[src/rtl/n64_joybus_tx_pkg.sv]
// ---------------------------------------------------------------------------
// n64_joybus_tx_pkg
// Shared Joybus definitions for the controller-line transmitter.
//   - Command bytes used when polling or resetting a controller.
//   - Bit timing in microsecond quanta: every bit cell is JB_BIT_US long and
//     starts low; a '1' keeps the line low for JB_SHORT_US, a '0' for
//     JB_LONG_US.
//   - Synchroniser latency of the line readback path.
//   - Transmitter state encoding.
//   - Helpers returning the low / high part of a bit cell in microseconds.
// ---------------------------------------------------------------------------
package n64_joybus_tx_pkg;

  localparam logic [7:0] JB_CMD_INFO  = 8'h00;
  localparam logic [7:0] JB_CMD_POLL  = 8'h01;
  localparam logic [7:0] JB_CMD_RESET = 8'hFF;

  localparam int unsigned JB_BIT_US   = 32'd4;
  localparam int unsigned JB_SHORT_US = 32'd1;
  localparam int unsigned JB_LONG_US  = 32'd3;

  // Cycles between a pin change and its appearance on the synchronised line.
  localparam int unsigned SYNC_LAT = 32'd2;

  typedef enum logic [2:0] {
    ST_IDLE  = 3'd0,
    ST_GUARD = 3'd1,
    ST_LOW   = 3'd2,
    ST_HIGH  = 3'd3,
    ST_STOP  = 3'd4
  } jb_state_e;

  // Low part of a bit cell: a '1' is a short low pulse, a '0' a long one.
  function automatic int unsigned jb_low_us(input logic bit_val);
    return bit_val ? JB_SHORT_US : JB_LONG_US;
  endfunction

  // High part of a bit cell: whatever remains of the cell after the low part.
  function automatic int unsigned jb_high_us(input logic bit_val);
    return JB_BIT_US - jb_low_us(bit_val);
  endfunction

endpackage

[src/rtl/n64_joybus_tx_sync.sv]
// ---------------------------------------------------------------------------
// n64_joybus_tx_sync
// Two-flop synchroniser (register_sync) for the asynchronous CTRL line
// readback. The output follows the input two clock edges later.
// Ports:
//   clk    in  1  destination clock
//   rst_n  in  1  asynchronous active-low reset
//   d      in  1  asynchronous input
//   q      out 1  synchronised output
// Both flops reset to RESET_VAL; for the open-drain line that is the idle
// (pulled-up) level, so no phantom low is seen right after reset.
// ---------------------------------------------------------------------------
module n64_joybus_tx_sync #(
  parameter logic RESET_VAL = 1'b1
) (
  input  logic clk,
  input  logic rst_n,
  input  logic d,
  output logic q
);

  logic meta_r;
  logic sync_r;

  // Two-stage capture of the asynchronous input.
  always_ff @(posedge clk or negedge rst_n) begin
    if (!rst_n) begin
      meta_r <= RESET_VAL;
      sync_r <= RESET_VAL;
    end else begin
      meta_r <= d;
      sync_r <= meta_r;
    end
  end

  assign q = sync_r;

endmodule

[src/rtl/n64_joybus_tx.sv]
// ---------------------------------------------------------------------------
// n64_joybus_tx
// Joybus transmitter: serialises 1..MAX_BYTES bytes followed by a stop bit
// onto the open-drain controller line. The pad is driven as
// pin = CTRL_oe_o ? 1'b0 : 1'bz by the level above.
// Ports:
//   CTRL_CLK    in   1            clock (single domain)
//   CTRL_nRST   in   1            asynchronous active-low reset
//   CTRL_i      in   1            line readback, asynchronous
//   tx_start_i  in   1            single-cycle frame request
//   tx_len_i    in   3            byte count, accepted when 1..MAX_BYTES
//   tx_data_i   in   8*MAX_BYTES  byte0 = [7:0] goes first, each byte MSB first
//   tx_busy_o   out  1            frame accepted and in progress
//   tx_done_o   out  1            one-cycle pulse on normal completion
//   tx_abort_o  out  1            one-cycle pulse on collision abort
//   CTRL_oe_o   out  1            1 = pull the line low
// Parameters:
//   CLKS_PER_US   clock cycles per 1 us bit quantum
//   MAX_BYTES     longest frame in bytes
//   GUARD_CYCLES  consecutive high cycles required before driving
//   STOP_LOW_US   stop-bit low time (1 = console stop, 2 = controller stop)
// ---------------------------------------------------------------------------
module n64_joybus_tx
  import n64_joybus_tx_pkg::*;
#(
  parameter int CLKS_PER_US  = 4,
  parameter int MAX_BYTES    = 4,
  parameter int GUARD_CYCLES = 255,
  parameter int STOP_LOW_US  = 1
) (
  input  logic                   CTRL_CLK,
  input  logic                   CTRL_nRST,
  input  logic                   CTRL_i,
  input  logic                   tx_start_i,
  input  logic [2:0]             tx_len_i,
  input  logic [8*MAX_BYTES-1:0] tx_data_i,
  output logic                   tx_busy_o,
  output logic                   tx_done_o,
  output logic                   tx_abort_o,
  output logic                   CTRL_oe_o
);

  localparam int DW   = 8 * MAX_BYTES;
  localparam int PH_W = $clog2(3 * CLKS_PER_US + 1);
  localparam int BC_W = $clog2(8 * MAX_BYTES + 1);
  localparam int GD_W = $clog2(GUARD_CYCLES + 1);

  localparam logic [2:0]      MAX_LEN     = 3'(MAX_BYTES);
  localparam logic [GD_W-1:0] GUARD_SAT   = GD_W'(GUARD_CYCLES);
  localparam logic [PH_W-1:0] STOP_RELOAD = PH_W'(STOP_LOW_US * CLKS_PER_US - 1);
  // Released line needs SYNC_LAT cycles to show up high on the synced input;
  // sampling earlier would see our own low and flag a false collision.
  localparam logic [PH_W-1:0] COLL_MIN    = PH_W'(SYNC_LAT + 32'd1);

  // Phase counter reload for the low part of a bit (counts down to zero).
  function automatic logic [PH_W-1:0] low_reload(input logic bit_val);
    return PH_W'(jb_low_us(bit_val) * CLKS_PER_US - 1);
  endfunction

  // Phase counter reload for the high part of a bit.
  function automatic logic [PH_W-1:0] high_reload(input logic bit_val);
    return PH_W'(jb_high_us(bit_val) * CLKS_PER_US - 1);
  endfunction

  jb_state_e       state_r;
  logic [PH_W-1:0] phase_r;
  logic [BC_W-1:0] bit_cnt_r;
  logic [DW-1:0]   shift_r;
  logic [GD_W-1:0] guard_r;
  logic            busy_r;
  logic            done_r;
  logic            abort_r;
  logic            oe_r;

  logic            line_s;
  logic            cur_bit_s;
  logic            phase_zero_s;
  logic [PH_W-1:0] high_elapsed_s;
  logic            collision_s;
  logic            stop_end_s;
  logic            frame_end_s;
  logic            len_ok_s;
  logic            guard_sat_s;
  logic            byte_done_s;
  logic [DW-1:0]   next_shift_s;
  logic            next_bit_s;

  n64_joybus_tx_sync #(
    .RESET_VAL (1'b1)
  ) u_line_sync (
    .clk   (CTRL_CLK),
    .rst_n (CTRL_nRST),
    .d     (CTRL_i),
    .q     (line_s)
  );

  // Per-cycle decode of counters, collision window and start qualification.
  always_comb begin
    cur_bit_s      = shift_r[7];
    phase_zero_s   = (phase_r == {PH_W{1'b0}});
    // Elapsed cycles in the high phase, recovered from the down counter.
    high_elapsed_s = high_reload(cur_bit_s) - phase_r;
    collision_s    = (state_r == ST_HIGH) && (high_elapsed_s >= COLL_MIN) && !line_s;
    stop_end_s     = (state_r == ST_STOP) && phase_zero_s;
    frame_end_s    = collision_s || stop_end_s;
    len_ok_s       = (tx_len_i != 3'd0) && (tx_len_i <= MAX_LEN);
    guard_sat_s    = (guard_r == GUARD_SAT);
    // The bit in flight is the last one of its byte when the remaining count
    // is 1 modulo 8 (count was loaded with a multiple of 8).
    byte_done_s    = (bit_cnt_r[2:0] == 3'd1);
  end

  // Next shift-register content: shift inside the byte, or drop to the next byte.
  always_comb begin
    next_shift_s = shift_r;
    if (byte_done_s) begin
      next_shift_s = shift_r >> 4'd8;
    end else begin
      next_shift_s[7:0] = {shift_r[6:0], 1'b0};
    end
    next_bit_s = next_shift_s[7];
  end

  // Guard counter: counts consecutive synced-high cycles, restarts after each frame.
  always_ff @(posedge CTRL_CLK or negedge CTRL_nRST) begin
    if (!CTRL_nRST) begin
      guard_r <= {GD_W{1'b0}};
    end else if (frame_end_s) begin
      guard_r <= {GD_W{1'b0}};
    end else if (!line_s) begin
      guard_r <= {GD_W{1'b0}};
    end else if (!guard_sat_s) begin
      guard_r <= guard_r + GD_W'(1);
    end
  end

  // Transmit FSM with phase/bit timers and registered line/status outputs.
  always_ff @(posedge CTRL_CLK or negedge CTRL_nRST) begin
    if (!CTRL_nRST) begin
      state_r   <= ST_IDLE;
      phase_r   <= {PH_W{1'b0}};
      bit_cnt_r <= {BC_W{1'b0}};
      shift_r   <= {DW{1'b0}};
      busy_r    <= 1'b0;
      done_r    <= 1'b0;
      abort_r   <= 1'b0;
      oe_r      <= 1'b0;
    end else begin
      done_r  <= 1'b0;
      abort_r <= 1'b0;
      case (state_r)
        ST_IDLE: begin
          if (tx_start_i && len_ok_s) begin
            shift_r   <= tx_data_i;
            bit_cnt_r <= BC_W'({tx_len_i, 3'b000});
            busy_r    <= 1'b1;
            state_r   <= ST_GUARD;
          end
        end

        ST_GUARD: begin
          if (guard_sat_s) begin
            oe_r    <= 1'b1;
            phase_r <= low_reload(cur_bit_s);
            state_r <= ST_LOW;
          end
        end

        ST_LOW: begin
          if (phase_zero_s) begin
            oe_r    <= 1'b0;
            phase_r <= high_reload(cur_bit_s);
            state_r <= ST_HIGH;
          end else begin
            phase_r <= phase_r - PH_W'(1);
          end
        end

        ST_HIGH: begin
          if (collision_s) begin
            // Someone else holds the line low: back off without a done pulse.
            oe_r    <= 1'b0;
            abort_r <= 1'b1;
            busy_r  <= 1'b0;
            state_r <= ST_IDLE;
          end else if (phase_zero_s) begin
            oe_r <= 1'b1;
            if (bit_cnt_r > BC_W'(1)) begin
              bit_cnt_r <= bit_cnt_r - BC_W'(1);
              shift_r   <= next_shift_s;
              phase_r   <= low_reload(next_bit_s);
              state_r   <= ST_LOW;
            end else begin
              bit_cnt_r <= {BC_W{1'b0}};
              phase_r   <= STOP_RELOAD;
              state_r   <= ST_STOP;
            end
          end else begin
            phase_r <= phase_r - PH_W'(1);
          end
        end

        ST_STOP: begin
          if (phase_zero_s) begin
            oe_r    <= 1'b0;
            done_r  <= 1'b1;
            busy_r  <= 1'b0;
            state_r <= ST_IDLE;
          end else begin
            phase_r <= phase_r - PH_W'(1);
          end
        end

        default: begin
          oe_r    <= 1'b0;
          busy_r  <= 1'b0;
          state_r <= ST_IDLE;
        end
      endcase
    end
  end

  assign tx_busy_o  = busy_r;
  assign tx_done_o  = done_r;
  assign tx_abort_o = abort_r;
  assign CTRL_oe_o  = oe_r;

endmodule

[config.mk]
export PLATFORM = sky130hd
export DESIGN_NAME = n64_joybus_tx
export DESIGN_NICKNAME = d
export VERILOG_FILES = /design/src/rtl/n64_joybus_tx_pkg.sv /design/src/rtl/n64_joybus_tx_sync.sv /design/src/rtl/n64_joybus_tx.sv
export SDC_FILE = /design/constraint.sdc
export NUM_CORES = 1
export LEC_CHECK = 0
export BUFFER_PORTS_ARGS = -buffer_cell sky130_fd_sc_hd__buf_2
export CORE_MARGIN = 2
export CORE_UTILIZATION = 58
export CTS_CLUSTER_SIZE = 24
export DETAILED_ROUTE_END_ITERATION = 6
export PLACE_DENSITY_LB_ADDON = 0.12
export SETUP_SLACK_MARGIN = 0.4
export SLEW_MARGIN = 10
export SYNTH_ARGS = -nofsm -noshare
export SYNTH_HDL_FRONTEND = slang
export SYNTH_SLANG_ARGS = --single-unit
[constraint.sdc]
create_clock -name CTRL_CLK -period 3.12 [get_ports CTRL_CLK]
set_clock_uncertainty 0.2 [all_clocks]
set_input_delay 0.936 -clock CTRL_CLK [delete_from_list [all_inputs] [get_ports CTRL_CLK]]
set_output_delay 0.936 -clock CTRL_CLK [all_outputs]
set_load 0.03 [all_outputs]
==> run metrics <==
Final WS setup=0.627 ns; CTS root buffer=clkbuf_8; die footprint=approximately 6300 sq um; Tot Pwr=0.00148 W; Max Cap Viol=0; Synth Flop Type=dfrtp_1; Cell Int Power=0.00115 W; relative slew slack=62.5%; drt first pass iters=4; Worst EP required=3.14 ns; clock sink count=59; Combinational Power Share=under 10%; Clock Latency Late Sink=0.34 ns; vias post-DR=between 2000 and 2500; GPL Wtd Cong=0.798; initial antenna violation count=0; Setup violations, final=0; CP arrival=2.51 ns; CTS tree=done; Tmin final=2.49 ns; I/O Buffers=42; synthesized area=3300 sq um; ANT nets after route=0; post-synthesis net count=337; number of synthesized flops with an enable pin=0; layout cells sized above 1=34.9%; total inserted antenna cells=0; gr usage total=approximately a quarter; fin nets=roughly 380; fin crit share=79.9%; core area=~5500 sq um; post-synth cell types=61; setup TNS=0 ns; Top Ports=43; die width=79.4 um; Crit Path Max Fanout=24; Num CTS Buffers=9; P_leak=between 1.5 and 2 nW; Reg clk slew, reported paths=around 0.060 ns; # Post-CTS Setup Buffers=0; worst slew pin tran=0.559 ns; Die Ht=79.4 um; Setup CP Type=primary input to flip-flop; Vias/cell=5.63; register area share after synthesis=44.9%; Avg Cell Area, Syn=11.2 sq um; #FFs+latches synth=59; Syn Inst Count=294; status=completed; Synth async-reset ratio=100%; Max Fclk=401 MHz; WL final=6.42 mm; fin area=3740 sq um; reg2reg setup slack=0.72 ns; Fin. Hold Viols=0; fill cell instance count of the final layout=roughly 430; drt drc=0; switching share of power=between 20% and 30%; largest net degree at the start of global routing=60; HPWL Detailed=4.36 mm; placed instance count=401; Hold/Removal Path Class=flip-flop to flip-flop; final instance count without filler cells=416; Max IR drop VDD=0.342 mV; initial DRC count=about 180; GRT overflow=0; vias in the first global route=2378; clock share of power=42.8%; Synth Warn #=0; P&R area growth vs syn=13.6%; first-pass GRT wire length=11.2 mm; placed inst area=3560 sq um; Clock Path Buffers=2; pre-CTS WS=0.276 ns; detailed-route wire length per cell=15.4 um; Pwr Density=397 nW/um^2; final slew viol count=0; H-tree depth=3; Starting Density=59.9%; Worst setup SP type=primary input; unrepaired setup endpoints after global routing=false; Rows=27; switching pwr=0.000332 W; Flop pwr share=52.3%; critical path endpoint category=flip-flop
## area by class of cell
class	count	area [sq um]	area share, %
Multi-Input combinational cell	215	1690	45.1
Tap cell	72	90.1	2.41
Clock inverter	2	10.0	0.267
Inverter	7	26.3	0.702
Clock buffer	13	169	4.51
Sequential cell	59	1480	39.5
Timing Repair Buffer	48	280	7.49
## worst paths after layout
path                                     from            endpoint  cells past startpoint
min in group asynchronous           CTRL_nRST        bit_cnt_r[3]                      2
hold reg to reg            u_line_sync.meta_r       u_line_sync.q                      0
hold / removal             u_line_sync.meta_r       u_line_sync.q                      0
max in group asynchronous           CTRL_nRST  u_line_sync.meta_r                      2
setup reg to reg                 bit_cnt_r[0]          shift_r[3]                      7
setup / recovery                  tx_len_i[1]         shift_r[19]                      6
## placed cells by master, fill, tap and decap left out, types with 3 or more instances in the layout
cell type	synthesis	routed
o31ai_1	3	3
a21oi_1	8	8
buf_2	3	42
dfrtp_1	57	57
mux2_2	21	21
mux2i_1	9	9
mux2_4	20	20
ha_1	4	4
or3_1	3	3
nor3_1	3	3
clkbuf_8	0	12
nand3_1	8	8
a31oi_1	3	3
inv_1	7	7
a22o_1	11	11
nor2_1	18	18
and3_1	3	3
nor2b_1	4	4
nand2_1	31	31
o21ai_0	17	17
nand3b_1	3	3
buf_4	1	4
## timing repair
action | CTS | global route
resized for setup | 0 | 1
setup endpoints to repair | 0 | 1
hold buffers | 0 | 0
## worst max-delay path, cell delays in order
cell,delay [ns]
buf_2,0.11
or3_1,0.42
and4_4,0.27
o22ai_4,0.20
buf_12,0.21
mux2_2,0.35
## power by group through the flow
stage	registers (W)	clock network [W]	logic (W)
floorplan	0.000789	0	0.0000269
global placement	0.000790	0	0.0000728
detailed placement	0.000790	0	0.0000733
CTS	0.000776	0.000652	0.0000744
global route	0.000776	0.000680	0.0000839
finish	0.000776	0.000636	0.0000725
## per-layer routing
metal	track usage, %	up-vias	wire (um)
li1	-	1162	-
met1	30.5	1099	2990
met2	36.8	67	2970
met3	4.86	12	321
met4	11.6	0	139
met5	0	-	0
## state kept, by name (all words and copies together), names as in the netlist
register	count
CTRL_oe_o	1
bit_cnt_r	6
guard_r	8
phase_r	4
shift_r	32
state_r	3
tx_abort_o	1
tx_busy_o	1
tx_done_o	1
u_line_sync.meta_r	1
u_line_sync.q	1
## logic make-up after synthesis
| kind of cell | count (synthesis) | share of synthesized area (%) |
|---|---|---|
| flops | 59 | 44.9 |
| mux | 50 | 19.0 |
| compound gates | 64 | 14.3 |
| simple gates | 92 | 14.8 |
| xor+xnor | 5 | 1.56 |
| buf+inv | 20 | 3.91 |
| fa+ha+maj | 4 | 1.52 |
## stage by stage
stage                     hold slack, ns  util (%)
after floorplan                    0.145         -
after global placement             0.147      64.7
after detailed placement           0.147      64.7
after CTS                          0.157      68.0
after global routing               0.158      68.0
final                              0.153      68.0
## Yosys cell counts (2+ instances only)
cell,instances,area share [%]
nand4_1,2,0.38
mux2_4,20,9.1
dfrtp_1,57,43
or3_1,3,0.57
a21oi_1,8,1.2
o22ai_1,2,0.38
and3_1,3,0.57
nand2_1,31,3.5
nor3_1,3,0.46
a31oi_1,3,0.57
buf_2,3,0.46
nor2_4,2,0.68
a22oi_1,2,0.46
xor2_1,2,0.53
nand3_1,8,1.2
o21ai_2,2,0.53
dfstp_2,2,1.6
mux2_2,21,7.2
nand3b_1,3,0.68
nor3b_1,2,0.46
nor2_1,18,2.0
inv_1,7,0.80
ha_1,4,1.5
a22o_1,11,2.9
a21oi_2,2,0.53
buf_6,4,1.4
clkbuf_1,4,0.46
nor2b_1,4,0.76
xnor2_1,2,0.53
o21ai_1,2,0.30
mux2i_1,9,2.7
o21ai_0,17,2.6
o31ai_1,3,0.68
Power figures use the tool's default switching activity.
